<file path="src/rtl/enc8b10b_seq.sv">
// Byte-to-symbol sequencer for the 8b/10b encoder: one-deep output register,
// ABCD classification, running-disparity tracking and idle comma insertion.
module enc8b10b_seq #(
  parameter logic [7:0] IDLE_K = 8'hBC,
  parameter int         CNT_W  = 16
) (
  input  logic             clk,
  input  logic             reset,
  input  logic             in_valid,
  output logic             in_ready,
  input  logic [7:0]       in_data,
  input  logic             in_k,
  input  logic             idle_en,
  input  logic             rd_load,
  input  logic             rd_load_val,
  output logic             out_valid,
  input  logic             out_ready,
  output logic [4:0]       out_data5,
  output logic [2:0]       out_data3,
  output logic [5:0]       out_L,
  output logic             out_compls6,
  output logic             out_compls4,
  output logic             out_alt7,
  output logic             out_idle,
  output logic             out_k_err,
  output logic             rd_cur,
  output logic [CNT_W-1:0] sym_count
);

  localparam logic [CNT_W-1:0] CNT_ONE = 1;

  logic       slot_free, load, k_legal;
  logic [7:0] src;
  logic       src_k, src_idle, src_err;
  logic       bit_a, bit_b, bit_c, bit_d, bit_e, bit_f, bit_g, bit_h;
  logic       l40, l31, l22, l13, l04;
  logic       rd_use, rd6, rd_next;
  logic       pd1s6, nd1s6, nd0s6, pd0s6, nd1s4, pd1s4, nd0s4, pd0s4;
  logic       compls6, compls4, alt7;

  assign slot_free = ~out_valid | out_ready;
  assign in_ready  = slot_free & ~reset;
  assign load      = slot_free & (in_valid | idle_en);

  assign k_legal = (in_data[4:0] == 5'b11100) || (in_data == 8'hF7) ||
                   (in_data == 8'hFB) || (in_data == 8'hFD) || (in_data == 8'hFE);

  // Illegal K codes are replaced by the idle comma but still count as data.
  always_comb begin
    src      = IDLE_K;
    src_k    = 1'b1;
    src_idle = 1'b1;
    src_err  = 1'b0;
    if (in_valid) begin
      src_idle = 1'b0;
      if (in_k && !k_legal) begin
        src_err = 1'b1;
      end else begin
        src   = in_data;
        src_k = in_k;
      end
    end
  end

  assign {bit_h, bit_g, bit_f, bit_e, bit_d, bit_c, bit_b, bit_a} = src;

  always_comb begin
    l40 = ($countones(src[3:0]) == 4);
    l31 = ($countones(src[3:0]) == 3);
    l22 = ($countones(src[3:0]) == 2);
    l13 = ($countones(src[3:0]) == 1);
    l04 = ($countones(src[3:0]) == 0);
  end

  // A forced RD applies to the symbol loaded in the same cycle.
  assign rd_use = rd_load ? rd_load_val : rd_cur;

  always_comb begin
    pd1s6   = (bit_e & bit_d & ~bit_c & ~bit_b & ~bit_a) | (~bit_e & ~l22 & ~l31);
    nd1s6   = src_k | (bit_e & ~l22 & ~l13) | (~bit_e & ~bit_d & bit_c & bit_b & bit_a);
    nd0s6   = pd1s6;
    pd0s6   = src_k | (bit_e & ~l22 & ~l13);
    compls6 = (pd1s6 & ~rd_use) | (nd1s6 & rd_use);
    rd6     = rd_use ^ (nd0s6 | pd0s6);
    nd1s4   = bit_f & bit_g;
    pd1s4   = (~bit_f & ~bit_g) | (src_k & (bit_f ^ bit_g));
    nd0s4   = ~bit_f & ~bit_g;
    pd0s4   = bit_f & bit_g & bit_h;
    compls4 = (pd1s4 & ~rd6) | (nd1s4 & rd6);
    rd_next = rd6 ^ (nd0s4 | pd0s4);
    alt7    = bit_f & bit_g & bit_h &
              (src_k | (rd_use ? (~bit_e & bit_d & l31) : (bit_e & ~bit_d & l13)));
  end

  always_ff @(posedge clk) begin
    if (reset) begin
      out_valid   <= 1'b0;
      out_data5   <= '0;
      out_data3   <= '0;
      out_L       <= '0;
      out_compls6 <= 1'b0;
      out_compls4 <= 1'b0;
      out_alt7    <= 1'b0;
      out_idle    <= 1'b0;
      out_k_err   <= 1'b0;
      rd_cur      <= 1'b0;
      sym_count   <= '0;
    end else if (load) begin
      out_valid   <= 1'b1;
      out_data5   <= src[4:0];
      out_data3   <= src[7:5];
      out_L       <= {l40, l31, l22, l13, l04, src_k};
      out_compls6 <= compls6;
      out_compls4 <= compls4;
      out_alt7    <= alt7;
      out_idle    <= src_idle;
      out_k_err   <= src_err;
      rd_cur      <= rd_next;
      sym_count   <= sym_count + CNT_ONE;
    end else begin
      if (slot_free) begin
        out_valid <= 1'b0;
      end
      if (rd_load) begin
        rd_cur <= rd_load_val;
      end
    end
  end

endmodule

</file>
<file path="config.mk">
export PLATFORM = sky130hd
export DESIGN_NAME = enc8b10b_seq
export DESIGN_NICKNAME = d
export VERILOG_FILES = /design/src/rtl/enc8b10b_seq.sv
export SDC_FILE = /design/constraint.sdc
export NUM_CORES = 1
export LEC_CHECK = 0
export ABC_AREA = 1
export CELL_PAD_IN_SITES_DETAIL_PLACEMENT = 0
export CELL_PAD_IN_SITES_GLOBAL_PLACEMENT = 1
export CORE_UTILIZATION = 43
export DETAILED_ROUTE_END_ITERATION = 16
export DONT_BUFFER_PORTS = 1
export MAX_ROUTING_LAYER = met4
export PLACE_DENSITY = 0.85
export SETUP_SLACK_MARGIN = 0.05
export SLEW_MARGIN = 20
export SYNTH_ARGS = -nofsm -noshare
export SYNTH_HDL_FRONTEND = slang
export SYNTH_SLANG_ARGS = --single-unit
</file>
<file path="constraint.sdc">
create_clock -name clk -period 4.3 [get_ports clk]
set_input_delay 1.29 -clock clk [delete_from_list [all_inputs] [get_ports clk]]
set_output_delay 1.29 -clock clk [all_outputs]
set_load 0.1 [all_outputs]
</file>
== Yosys cells after proc, flatten, opt, wreduce, memory -nomap -nowiden ==
Index checks and enable logic that the tools add are counted.
Operators by class
  equal/unequal tests: 9
  reduce and logical (&&, ||, !) cells: 8
  add/subtract/negate cells: 4
  multiplexer cells: 12
  bitwise operators: 55
Operators by type and width (number)
  $eq 32x3->1 const B: 2
  $eq 32x2->1 const B: 1
  $eq 32x4->1 const B: 1
  $eq 8x8->1 const B: 4
  $logic_not 32->1: 1
  $and 1x1->1: 27
  $add 16x1->16 const B: 1
  $mux 8: 2
  $not 1->1: 14
  $or 1x1->1: 11
  $mux 1: 10
  $eq 5x5->1 const B: 1
  $add 1x1->2: 2
  $logic_or 1x1->1: 4
  $add 2x2->3: 1
  $xor 1x1->1: 3
  $reduce_bool 2->1: 1
  $logic_and 1x1->1: 1
  $logic_not 1->1: 1
Storage, ports and cells
  input bits: 16
  register bits after elaboration: 37
  output and inout bits: 38
  word-level logic and storage cells: 99

== Logic depth before layout (Yosys ltp) ==
Gate-level depths: netlist (run 1).
  depth in word-level cells: 21
  depth in mapped cells: 23
  depth with buffers taken out: 23

== Worst setup path before layout (run 1) ==
Ideal clock, no wire load.
  path type: in2out
  start point: in reset
  end point: out in_ready
  arrival: 2.974 ns
  data required time: 3.010 ns
  stages: 3
  setup slack: 0.036 ns
  buffers on the path: 2
  path through: clkbuf_1 > clkbuf_1 > nor2_1
Between the ends
  word-level cells in the longest chain between the ends: 2
Ends and longest elaborated chain
  start, declared: RTL line 8  | input logic reset,
  $not 1->1: RTL line 42  | assign in_ready = slot_free & ~reset;
  $and 1x1->1: RTL line 42
  end, declared: RTL line 10  | output logic in_ready,
No other way between the ends.

== Final worst setup path (run 1) ==
  start point: in in_data[1]
  end point: reg rd_cur
Between the ends
  word-level cells in the longest chain between the ends: 20
  elaborated cells between the ends (all ways): 48
  those cells by class: add/sub (3); eq/ne (8); mux (5); bitwise (26); reduce/logical (6)
Ends and longest elaborated chain
  start, declared: RTL line 11  | input logic [7:0] in_data,
  $eq 8x8->1 or $eq 5x5->1 (tied branches): RTL line 45  | assign k_legal = (in_data[4:0] == 5'b11100) || (in_data == 8'hF7) ||
  $logic_or 1x1->1 (2 in a row): RTL line 45
  $logic_or 1x1->1: RTL line 46  | (in_data == 8'hFB) || (in_data == 8'hFD) || (in_data == 8'hFE);
  $logic_or 1x1->1 (*): RTL line 46
  $logic_not 1->1 (*): RTL line 56  | if (in_k && !k_legal) begin
  $logic_and 1x1->1 (*): RTL line 56
  $mux 8 (*): RTL line 56
  $mux 8 (*): RTL line 54  | if (in_valid) begin
  named net src[3]: RTL line 33  | logic [7:0] src;
  [... 2 more ...]
  $eq 32x3->1: RTL line 70  | l22 = ($countones(src[3:0]) == 2);
  $not 1->1: RTL line 79, 82
  $and 1x1->1, on equally long branches (2 in a row): RTL line 79, 82
  $or 1x1->1, on equally long branches: RTL line 79, 82
  $or 1x1->1 (*): RTL line 84  | rd6 = rd_use ^ (nd0s6 | pd0s6);
  $xor 1x1->1 (*): RTL line 84
  $xor 1x1->1 (*): RTL line 90  | rd_next = rd6 ^ (nd0s4 | pd0s4);
  $mux 1 (*): RTL line 108  | end else if (load) begin
  end signal, assigned: RTL line 118  | rd_cur <= rd_next;
  end signal, assigned: RTL line 125  | rd_cur <= rd_load_val;
  end, declared: RTL line 26  | output logic rd_cur,
Mark *: on every way through the listed nets, which the timed path passes. The rest lies on a longest branch.
A chain may end at the register's enable or synchronous reset.

==> results of run 1 <==
==> layout make-up <==
type	instances	area share, %
multi-input cells	177	44.7
flip-flops and latches	37	36.4
inverters	44	8.11
clock buffers	6	4.06
well taps	50	3.07
clock inverters	2	1.84
repair buffers	5	1.84
==> final timing paths <==
path	from	to	slack [ns]	depth (start not counted)
min	sym_count[1]$_SDFFE_PP0P_	sym_count[1]$_SDFFE_PP0P_	0.59	2
min reg2reg	sym_count[1]$_SDFFE_PP0P_	sym_count[1]$_SDFFE_PP0P_	0.59	2
max reg2reg	sym_count[2]$_SDFFE_PP0P_	sym_count[15]$_SDFFE_PP0P_	1.67	11
max	in_data[1]	rd_cur$_SDFF_PP0_	0.41	20
==> flip-flops by register name (all words and copies together) (netlist names) <==
name and count:
out_L 6, out_alt7 1, out_compls4 1, out_compls6 1
out_data3 3, out_data5 5, out_idle 1, out_k_err 1
out_valid 1, rd_cur 1, sym_count 16
==> metal layers <==
| metal | part of all wire, % | vias to the layer above | routed length [um] |
|---|---|---|---|
| li1 | - | 866 | - |
| met1 | 51 | 744 | 2100 |
| met2 | 42 | 43 | 1730 |
| met3 | 6.2 | 4 | 255 |
| met4 | 0.83 | 0 | 34 |
| met5 | 0 | - | 0 |
==> worst max-delay path, cell delays in order <==
cell and delay (ns):
sky130_fd_sc_hd__nand2_1 0.06, sky130_fd_sc_hd__inv_1 0.10, sky130_fd_sc_hd__nand2_1 0.05, sky130_fd_sc_hd__nand2_1 0.06
sky130_fd_sc_hd__nand3_1 0.08, sky130_fd_sc_hd__nand2_1 0.11, sky130_fd_sc_hd__nand2_1 0.14, sky130_fd_sc_hd__nor2_1 0.23
sky130_fd_sc_hd__inv_1 0.10, sky130_fd_sc_hd__ha_1 0.30, sky130_fd_sc_hd__ha_1 0.18, sky130_fd_sc_hd__ha_1 0.30
sky130_fd_sc_hd__nor3_1 0.35, sky130_fd_sc_hd__o31ai_1 0.11, sky130_fd_sc_hd__inv_1 0.11, sky130_fd_sc_hd__nand4_1 0.15
sky130_fd_sc_hd__nand2_1 0.15, sky130_fd_sc_hd__o21ai_0 0.08, sky130_fd_sc_hd__nor2_1 0.09, sky130_fd_sc_hd__nor2_1 0.04
==> cell families (layout without fill, tap and decap cells) <==
| family | Yosys count | in the layout | share of synthesized area, % |
|---|---|---|---|
| AOI/OAI and AO/OA | 55 | 55 | 15.9 |
| xor gates and xnor gates | 1 | 1 | 0.475 |
| adders and majority gates | 6 | 6 | 4.07 |
| buffers and inverters | 52 | 57 | 10.6 |
| DFF | 37 | 37 | 40.2 |
| and+or+nand+nor | 115 | 115 | 28.8 |
==> cell usage in the layout, fill, tap and decap left out, types with 5 or more instances in the layout <==
cell type / Yosys / routed
sky130_fd_sc_hd__inv_1: 43 / 43
sky130_fd_sc_hd__dfxtp_1: 37 / 37
sky130_fd_sc_hd__nand3_1: 17 / 17
sky130_fd_sc_hd__ha_1: 6 / 6
sky130_fd_sc_hd__nand2_1: 39 / 39
sky130_fd_sc_hd__buf_4: 0 / 5
sky130_fd_sc_hd__a21oi_1: 24 / 24
sky130_fd_sc_hd__nor2_1: 36 / 35
sky130_fd_sc_hd__clkbuf_8: 0 / 6
sky130_fd_sc_hd__o21ai_0: 23 / 23
sky130_fd_sc_hd__nor3_1: 9 / 9
==> cells in the mapped netlist, drive strengths merged <==
cell type and instances:
a21boi 1, a21oi 24, clkbuf 8, dfxtp 37
ha 6, inv 44, nand2 39, nand3 18
nand4 5, nor2 40, nor3 10, nor3b 1
nor4 1, o211ai 3, o21ai 24, o21bai 1
o31ai 2, or2 1, xor2 1
==> through the flow <==
step | power, mW | instances | util (%)
2_1_floorplan | 0.597 | 266 | -
3_3_place_gp | 0.621 | 313 | 47.2
3_5_place_dp | 0.621 | 313 | 47.2
4_1_cts | 0.937 | 321 | 50.2
5_1_grt | 0.969 | 321 | 50.2
6_report | 0.930 | 321 | 50.2
==> where the power goes <==
group,switching (mW),internal (mW)
Combinational,0.0876,0.0352
Sequential,0.129,0.361
Clock,0.128,0.189
Total,0.345,0.585
==> impl_metrics.toml, run 1 <==
[outcome]
run_status = "completed"

[timing]
whs_ns = 0.592
slew_viol_final = 0
setup_tns_ns = 0
final_hold_viol_count = 0
layout_worst_path_cycle_share_pct = 90.4
fmaxAchievable_mhz = 257
finalCriticalPeriod_ns = 3.89
rsz_0062_raised_after_global_routing = "no"
worst_slew_pin_slew_ns = 1.06
slew_limit_headroom_pct = 29.4
final.setup.worst_slack_ns = 0.411
finClkSkew_ns = 0.00741
finalSetupViolations = 0

[global_route]
initial_antenna_violation_count = 0
grt_start_max_net_pins = 21
grt-busiest-layer = "met2"
grt-ovfl-total = 0
grt_use_total_pct = 19.9
m1_gr_usage_pct = 26.0
via_count_of_the_first_global_routing_pass = 1390
grt_use_met2_pct = 28.8
grt_first_pass_wirelength_mm = 6.53
use_met3_pct = 6.59

[drt]
vias_per_cell = 5.16
routed_wl_mm = 4.12
drt_pre_antenna_iters = 5
final_antenna_net_count = 0
routed-via-count = 1657
drt_iter0_drc = 82
wire_per_inst_um = 12.8
drc_errors = 0

[place]
place_ws_ns = 0.154
dp_hpwl_mm = 3.02
detailed_place.area_sq_mm = 0.00192
count_of_buffers_from_port_buffering = 0
place_congestion = 0.854

[floorplanning]
dieArea_sq_mm = 0.00455
die_w_um = 67.5
start_util_pct = 45.4
rows = 23
die_height_um = 67.5
fp.coreArea_sq_mm = 0.00406
design.portCount = 54

[cts]
clk_latency_ns = 0.29
cts_resized = 0
clk_path_buf_depth = 2
cts_max_level = 2
cts_buffers = 5
clock_pin_slew_on_the_worst_setup_and_hold_paths_ns = 0.08
postCtsHoldBufs = 0
cts_root_buf = "sky130_fd_sc_hd__clkbuf_8"
cts_tree = "done"
post-cts-setup-buffer-count = 0
clkSinkCount = 37

[hold_path]
worst_hold_path_type = "reg -> reg"

[logic_synthesis]
yosys_register_bits = 37
syn_nets = 288
synth_warnings = 0
synth-seq-area-share_pct = 40.2
netlist_instances = 266
yosysTopAreaCell = "sky130_fd_sc_hd__dfxtp_1"
netlist_area_sq_mm = 0.00184
yosysTopAreaCellShare_pct = 40.2
avgSynthCellArea_sq_um = 6.93
ys_top_cells_by_area = "sky130_fd_sc_hd__dfxtp_1, sky130_fd_sc_hd__inv_1, sky130_fd_sc_hd__nand2_1"
ys_types = 26

[cells_and_area]
nFillCells = 433
area.sequential_sq_um = 741
final_nets = 292
flow.area_growth_from_synthesis_pct = 10.5
post_route_cells_drive_above_1_share_pct = 8.49
area_of_all_placed_cells_without_fillers_sq_mm = 0.00204
diodes = 0
multi_input_area_sq_um = 910

[critical_path]
critical_path_class = "in -> reg"
worstSetupStartpointType = "primary input"
crit_path_end_kind = "register"
timing.critical_path.required_ns = 4.48
timing.critical_path.arrival_ns = 4.07
crit_fanout = 6

[run]
max-cap-violations = 0

[pwr]
static-leakage-power_nw = 0.885
power_density_mw_per_mm2 = 457
ir_drop_mv = 0.209
Note: power is estimated with default switching activity, not from simulation.
==> run 2, diff against run 1 <==
--- a/config.mk
+++ b/config.mk
@@ -8,11 +8,12 @@
 export ABC_AREA = 1
 export CELL_PAD_IN_SITES_DETAIL_PLACEMENT = 0
 export CELL_PAD_IN_SITES_GLOBAL_PLACEMENT = 1
-export CORE_UTILIZATION = 43
+export CORE_UTILIZATION = 33
 export DETAILED_ROUTE_END_ITERATION = 16
-export DONT_BUFFER_PORTS = 1
+export GPL_TIMING_DRIVEN = 0
+export HOLD_SLACK_MARGIN = 0.03
 export MAX_ROUTING_LAYER = met4
-export PLACE_DENSITY = 0.85
+export PLACE_DENSITY = 0.88
 export SETUP_SLACK_MARGIN = 0.05
 export SLEW_MARGIN = 20
 export SYNTH_ARGS = -nofsm -noshare
==> impl_metrics.toml, run 2 (synthesis results as in run 1) <==
[drt]
routed_wl_mm = 4.57
vias_per_cell = 4.66
wire_per_inst_um = 11.4
drt_pre_antenna_iters = 4
drc_errors = 0
routed-via-count = 1859
final_antenna_net_count = 0
drt_iter0_drc = 98

[timing]
finClkSkew_ns = 0.00371
layout_worst_path_cycle_share_pct = 94.2
finalCriticalPeriod_ns = 4.05
final.setup.worst_slack_ns = 0.249
final_hold_viol_count = 0
slew_limit_headroom_pct = 32.6
slew_viol_final = 0
setup_tns_ns = 0
rsz_0062_raised_after_global_routing = "no"
whs_ns = 0.466
finalSetupViolations = 0
fmaxAchievable_mhz = 247
worst_slew_pin_slew_ns = 1.01

[floorplanning]
fp.coreArea_sq_mm = 0.00524
die_w_um = 76.7
design.portCount = 54
dieArea_sq_mm = 0.00589
rows = 26
die_height_um = 76.7
start_util_pct = 35.2

[cts]
postCtsHoldBufs = 0
clk_path_buf_depth = 2
clk_latency_ns = 0.29
clkSinkCount = 37
cts_buffers = 5
clock_pin_slew_on_the_worst_setup_and_hold_paths_ns = 0.07
cts_max_level = 2
cts_root_buf = "sky130_fd_sc_hd__clkbuf_8"
cts_tree = "done"

[global_route]
grt_start_max_net_pins = 12
initial_antenna_violation_count = 0
grt_first_pass_wirelength_mm = 7.78
grt_use_total_pct = 16.9
via_count_of_the_first_global_routing_pass = 1673
grt-ovfl-total = 0

[outcome]
run_status = "completed"

[cells_and_area]
final_core_utilization_pct = 50.9
max_flop_register = "sym_count"
post_route_cells_drive_above_1_share_pct = 9.73
final_nets = 350
layout_common_cells = "sky130_fd_sc_hd__clkdlybuf4s50_1, sky130_fd_sc_hd__inv_1, sky130_fd_sc_hd__dfxtp_1"
flow.area_growth_from_synthesis_pct = 44.5
layout.cells.non_filler = 399
largestRegisters = "sym_count (16), out_L (6), out_data5 (5)"
multi_input_area_sq_um = 973
largest_register_ffs = 16
area.sequential_sq_um = 741
nFillCells = 513
mostFrequentLayoutCell = "sky130_fd_sc_hd__clkdlybuf4s50_1"
diodes = 0
area_of_all_placed_cells_without_fillers_sq_mm = 0.00266

[critical_path]
crit_path_end_kind = "register"
reg2reg_setup_slack_ns = 2.36
worstSetupStartpointType = "primary input"
critical_path_class = "in -> reg"
crit_fanout = 6
worst_r2r_startpoint = "out_valid$_SDFFE_PP0P_"
r2r-end = "sym_count[14]$_SDFFE_PP0P_"
r2r.worst_path.cells = 12
timing.critical_path.required_ns = 4.48
cp_cell_sequence = "clkdlybuf4s50_1, inv_1, o21ai_0, nand3_1, nand2_2, nand2_4, nor2_4, inv_1, ha_1, ha_2, ha_4, nand2_2, nor2_4, o31ai_2, inv_1, nand3_1, nand2_2, nand2_1, o21ai_0, nor2_1, nor2_1"
critPathTopFamily = "simple AND/OR/NAND/NOR gates"
worst-path-buf-inv = 4
critical-path-slowest-cell = "sky130_fd_sc_hd__clkdlybuf4s50_1"
worst_path_largest_cell_delay_ns = 0.49
timing.critical_path.arrival_ns = 4.23

[place]
place_ws_ns = -0.534
place_congestion = 0.844
dp_hpwl_mm = 3.42
count_of_buffers_from_port_buffering = 52
detailed_place.area_sq_mm = 0.00245
place_inst = 388

[pwr]
design_power_total_uw = 994
intPower_uw = 631
power_frac_seq_pct = 37.5
static-leakage-power_nw = 1.12
psw_uw = 363
clock_power_share_pct = 31.5
power_density_mw_per_mm2 = 373
combPwrFrac_pct = 30.9
switching_share_pct = 36.5
ir_drop_mv = 0.166

[hold_path]
hold_path_endpoint = "out_data5[1]$_SDFFE_PP0P_"
worstHoldPathCells = 2
worst_hold_startpoint = "out_data5[1]$_SDFFE_PP0P_"
worst_hold_path_type = "reg -> reg"

[run]
max-cap-violations = 0
-- run 2: cell types whose count changed in the layout (fill, tap and decap cells not counted), moves of 4 or more --
cell                              change
sky130_fd_sc_hd__nand2_2              +4
sky130_fd_sc_hd__dlymetal6s2s_1       +5
sky130_fd_sc_hd__clkdlybuf4s50_1     +46
sky130_fd_sc_hd__nand2_1              -5
sky130_fd_sc_hd__clkbuf_1             +9
-- run 2: power by group through the flow --
stage                     sequential, mW  combinational (mW)  clock [mW]
after floorplan                    0.517              0.0802           0
after global placement             0.381               0.291           0
after detailed placement           0.381               0.293           0
after CTS                          0.373               0.296       0.321
after global routing               0.376               0.327       0.337
final                              0.373               0.308       0.314
-- run 2: worst max-delay path by stage --
| stage | start | end | slack, ns | depth (start not counted) |
|---|---|---|---|---|
| after global placement | in_data[0] | rd_cur$_SDFF_PP0_ | -0.53 | 21 |
| final | in_data[5] | rd_cur$_SDFF_PP0_ | 0.25 | 21 |
| after global routing | in_data[5] | out_compls4$_SDFFE_PP0P_ | 0.05 | 18 |
| after detailed placement | in_data[0] | rd_cur$_SDFF_PP0_ | -0.53 | 21 |
| after floorplan | in_data[1] | rd_cur$_SDFF_PP0_ | 0.48 | 20 |
| after CTS | in_data[0] | rd_cur$_SDFF_PP0_ | 0.04 | 23 |
-- run 2: layout make-up --
class,instances,area share (%)
Timing Repair Buffer,55,20.7
Inverter,44,6.20
Sequential cell,37,27.8
Buffer,8,1.13
Tap cell,70,3.29
Multi-Input combinational cell,177,36.5
Clock buffer,7,3.24
Clock inverter,1,1.13
-- run 2: what timing repair did --
| item | in CTS | in global routing |
|---|---|---|
| pin swaps | 0 | 7 |
| gates cloned | 0 | 0 |
| buffers inserted | 0 | 3 |
| endpoints found under the setup margin | 5 | 4 |
| gates resized for setup | 7 | 16 |
-- run 2: metal layers --
metal	GRT usage, %	vias to the layer above	share of wire, %
met3	3.57	4	3.4
met4	3.46	0	0.85
met2	25.8	38	45
met5	-	-	0
li1	-	990	-
met1	22.9	827	50
-- run 2: tightest hold or removal path: cells and delay by family (launching register included) --
family | cells | cell delay [ns]
flops | 1 | 0.31
compound gates | 1 | 0.05
simple gates | 1 | 0.06
==> run 3, diff against run 2 <==
--- a/config.mk
+++ b/config.mk
@@ -13,7 +13,8 @@
 export GPL_TIMING_DRIVEN = 0
 export HOLD_SLACK_MARGIN = 0.03
 export MAX_ROUTING_LAYER = met4
-export PLACE_DENSITY = 0.88
+export PLACE_DENSITY = 0.84
+export RECOVER_POWER = 25
 export SETUP_SLACK_MARGIN = 0.05
 export SLEW_MARGIN = 20
 export SYNTH_ARGS = -nofsm -noshare
==> impl_metrics.toml, run 3 (synthesis results as in run 1) <==
[cells_and_area]
nFillCells = 532
post_route_cells_drive_above_1_share_pct = 7.95
max_flop_register = "sym_count"
area.sequential_sq_um = 741
area_of_all_placed_cells_without_fillers_sq_mm = 0.00260
layout_common_cells = "sky130_fd_sc_hd__clkdlybuf4s50_1, sky130_fd_sc_hd__inv_1, sky130_fd_sc_hd__dfxtp_1"
final_nets = 348
largest_register_ffs = 16
multi_input_area_sq_um = 948
mostFrequentLayoutCell = "sky130_fd_sc_hd__clkdlybuf4s50_1"
flow.area_growth_from_synthesis_pct = 40.9
largestRegisters = "sym_count (16), out_L (6), out_data5 (5)"
diodes = 0

[drt]
drt_pre_antenna_iters = 4
vias_per_cell = 4.70
routed-via-count = 1867
final_antenna_net_count = 0
wire_per_inst_um = 11.7
routed_wl_mm = 4.65
drt_iter0_drc = 106
drc_errors = 0

[cts]
clkSinkCount = 37
clk_latency_ns = 0.29
cts_root_buf = "sky130_fd_sc_hd__clkbuf_8"
clock_pin_slew_on_the_worst_setup_and_hold_paths_ns = 0.07
cts_buffers = 5
cts_tree = "done"
cts_max_level = 2
clk_path_buf_depth = 2

[global_route]
grt_start_max_net_pins = 13
grt_use_met2_pct = 25.2
m1_gr_usage_pct = 23.0
via_count_of_the_first_global_routing_pass = 1672
initial_antenna_violation_count = 0
use_met3_pct = 3.69
grt_use_total_pct = 17.2
grt-busiest-layer = "met2"
grt_first_pass_wirelength_mm = 7.75
grt-ovfl-total = 0

[critical_path]
crit_path_frequent_cell = "sky130_fd_sc_hd__clkbuf_1"
r2r-end = "sym_count[14]$_SDFFE_PP0P_"
worst_r2r_startpoint = "out_valid$_SDFFE_PP0P_"
timing.critical_path.required_ns = 3.01
critical-path-slowest-cell = "sky130_fd_sc_hd__dlygate4sd2_1"
r2r.worst_path.cells = 12
timing.critical_path.arrival_ns = 2.83
crit_fanout = 10
reg2reg_setup_slack_ns = 1.93
worst_path_largest_cell_delay_ns = 0.85
worstSetupStartpointType = "primary input"
critical_path_class = "in -> out"
crit_path_end_kind = "primary output"
worst-path-buf-inv = 3
critPathTopFamily = "buffers and inverters"
cp_cell_sequence = "clkbuf_1, clkbuf_1, nor2_2, dlygate4sd2_1"

[floorplanning]
fp.coreArea_sq_mm = 0.00524
design.portCount = 54
rows = 26
start_util_pct = 35.2
die_w_um = 76.7
die_height_um = 76.7
dieArea_sq_mm = 0.00589

[hold_path]
hold_path_endpoint = "out_L[5]$_SDFFE_PP0P_"
worst_hold_startpoint = "out_L[5]$_SDFFE_PP0P_"
worst_hold_path_type = "reg -> reg"
worstHoldPathCells = 2

[timing]
fmaxAchievable_mhz = 242
layout_worst_path_cycle_share_pct = 95.9
worst_slew_pin_slew_ns = 1.00
rsz_0062_raised_after_global_routing = "no"
slew_viol_final = 0
final_hold_viol_count = 0
slew_limit_headroom_pct = 33.1
whs_ns = 0.470
finClkSkew_ns = 0.00999
finalSetupViolations = 0
finalCriticalPeriod_ns = 4.12

[outcome]
run_status = "completed"

[pwr]
ir_drop_mv = 0.131
power_density_mw_per_mm2 = 353
static-leakage-power_nw = 1.10

[place]
detailed_place.area_sq_mm = 0.00245
count_of_buffers_from_port_buffering = 52
dp_hpwl_mm = 3.43
place_congestion = 0.838

[run]
max-cap-violations = 0
[run 3: worst max path at each step]
stage / start / end / cells past startpoint
after floorplan: in_data[1] / rd_cur$_SDFF_PP0_ / 20
after global placement: in_data[1] / rd_cur$_SDFF_PP0_ / 21
after detailed placement: in_data[1] / rd_cur$_SDFF_PP0_ / 21
after CTS: in_data[1] / rd_cur$_SDFF_PP0_ / 21
after global routing: in_data[6] / rd_cur$_SDFF_PP0_ / 20
final: reset / in_ready / 4
[run 3: final cells by class]
| cell class | count | area share [%] |
|---|---|---|
| Clock inverter | 3 | 0.674 |
| Inverter | 44 | 6.36 |
| Timing Repair Buffer | 53 | 20.8 |
| Multi-Input combinational cell | 177 | 36.5 |
| Tap cell | 70 | 3.37 |
| Buffer | 8 | 1.16 |
| Clock buffer | 5 | 2.65 |
| Sequential cell | 37 | 28.5 |
[run 3: per-layer routing]
layer  share of wire (%)  vias up
met5                   0        -
li1                    -      982
met2                  43       54
met4                 1.2        0
met3                 6.1        4
met1                  50      827
[run 3: power breakdown]
part	total, mW	internal, mW	switching (mW)
Clock	0.243	0.112	0.131
Combinational	0.301	0.0778	0.224
Sequential	0.373	0.362	0.0114
[run 3: worst min-delay path, delay by kind of cell, from the launching register on]
family | cells | cell delay (ns)
DFF | 1 | 0.31
and+or+nand+nor | 1 | 0.06
AOI/OAI and AO/OA | 1 | 0.05
[run 3: timing repair]
item                                    in CTS  in global routing
pin swaps                                    1                  4
endpoints found under the setup margin       5                  4
hold buffers                                 0                  0
gates resized for setup                      5                 14
buffers inserted                             1                  0
[run 3: through the flow]
stage	total power [mW]	setup WS [ns]	TNS [ns]	utilization, %	instances
floorplan	0.597	0.481	0	-	266
global placement	0.672	-0.549	-1.99	46.8	388
detailed placement	0.673	-0.534	-1.91	46.8	388
CTS	0.919	0.0462	0	48.9	397
global route	0.965	0.0333	0	49.6	397
finish	0.917	0.176	0	49.6	397
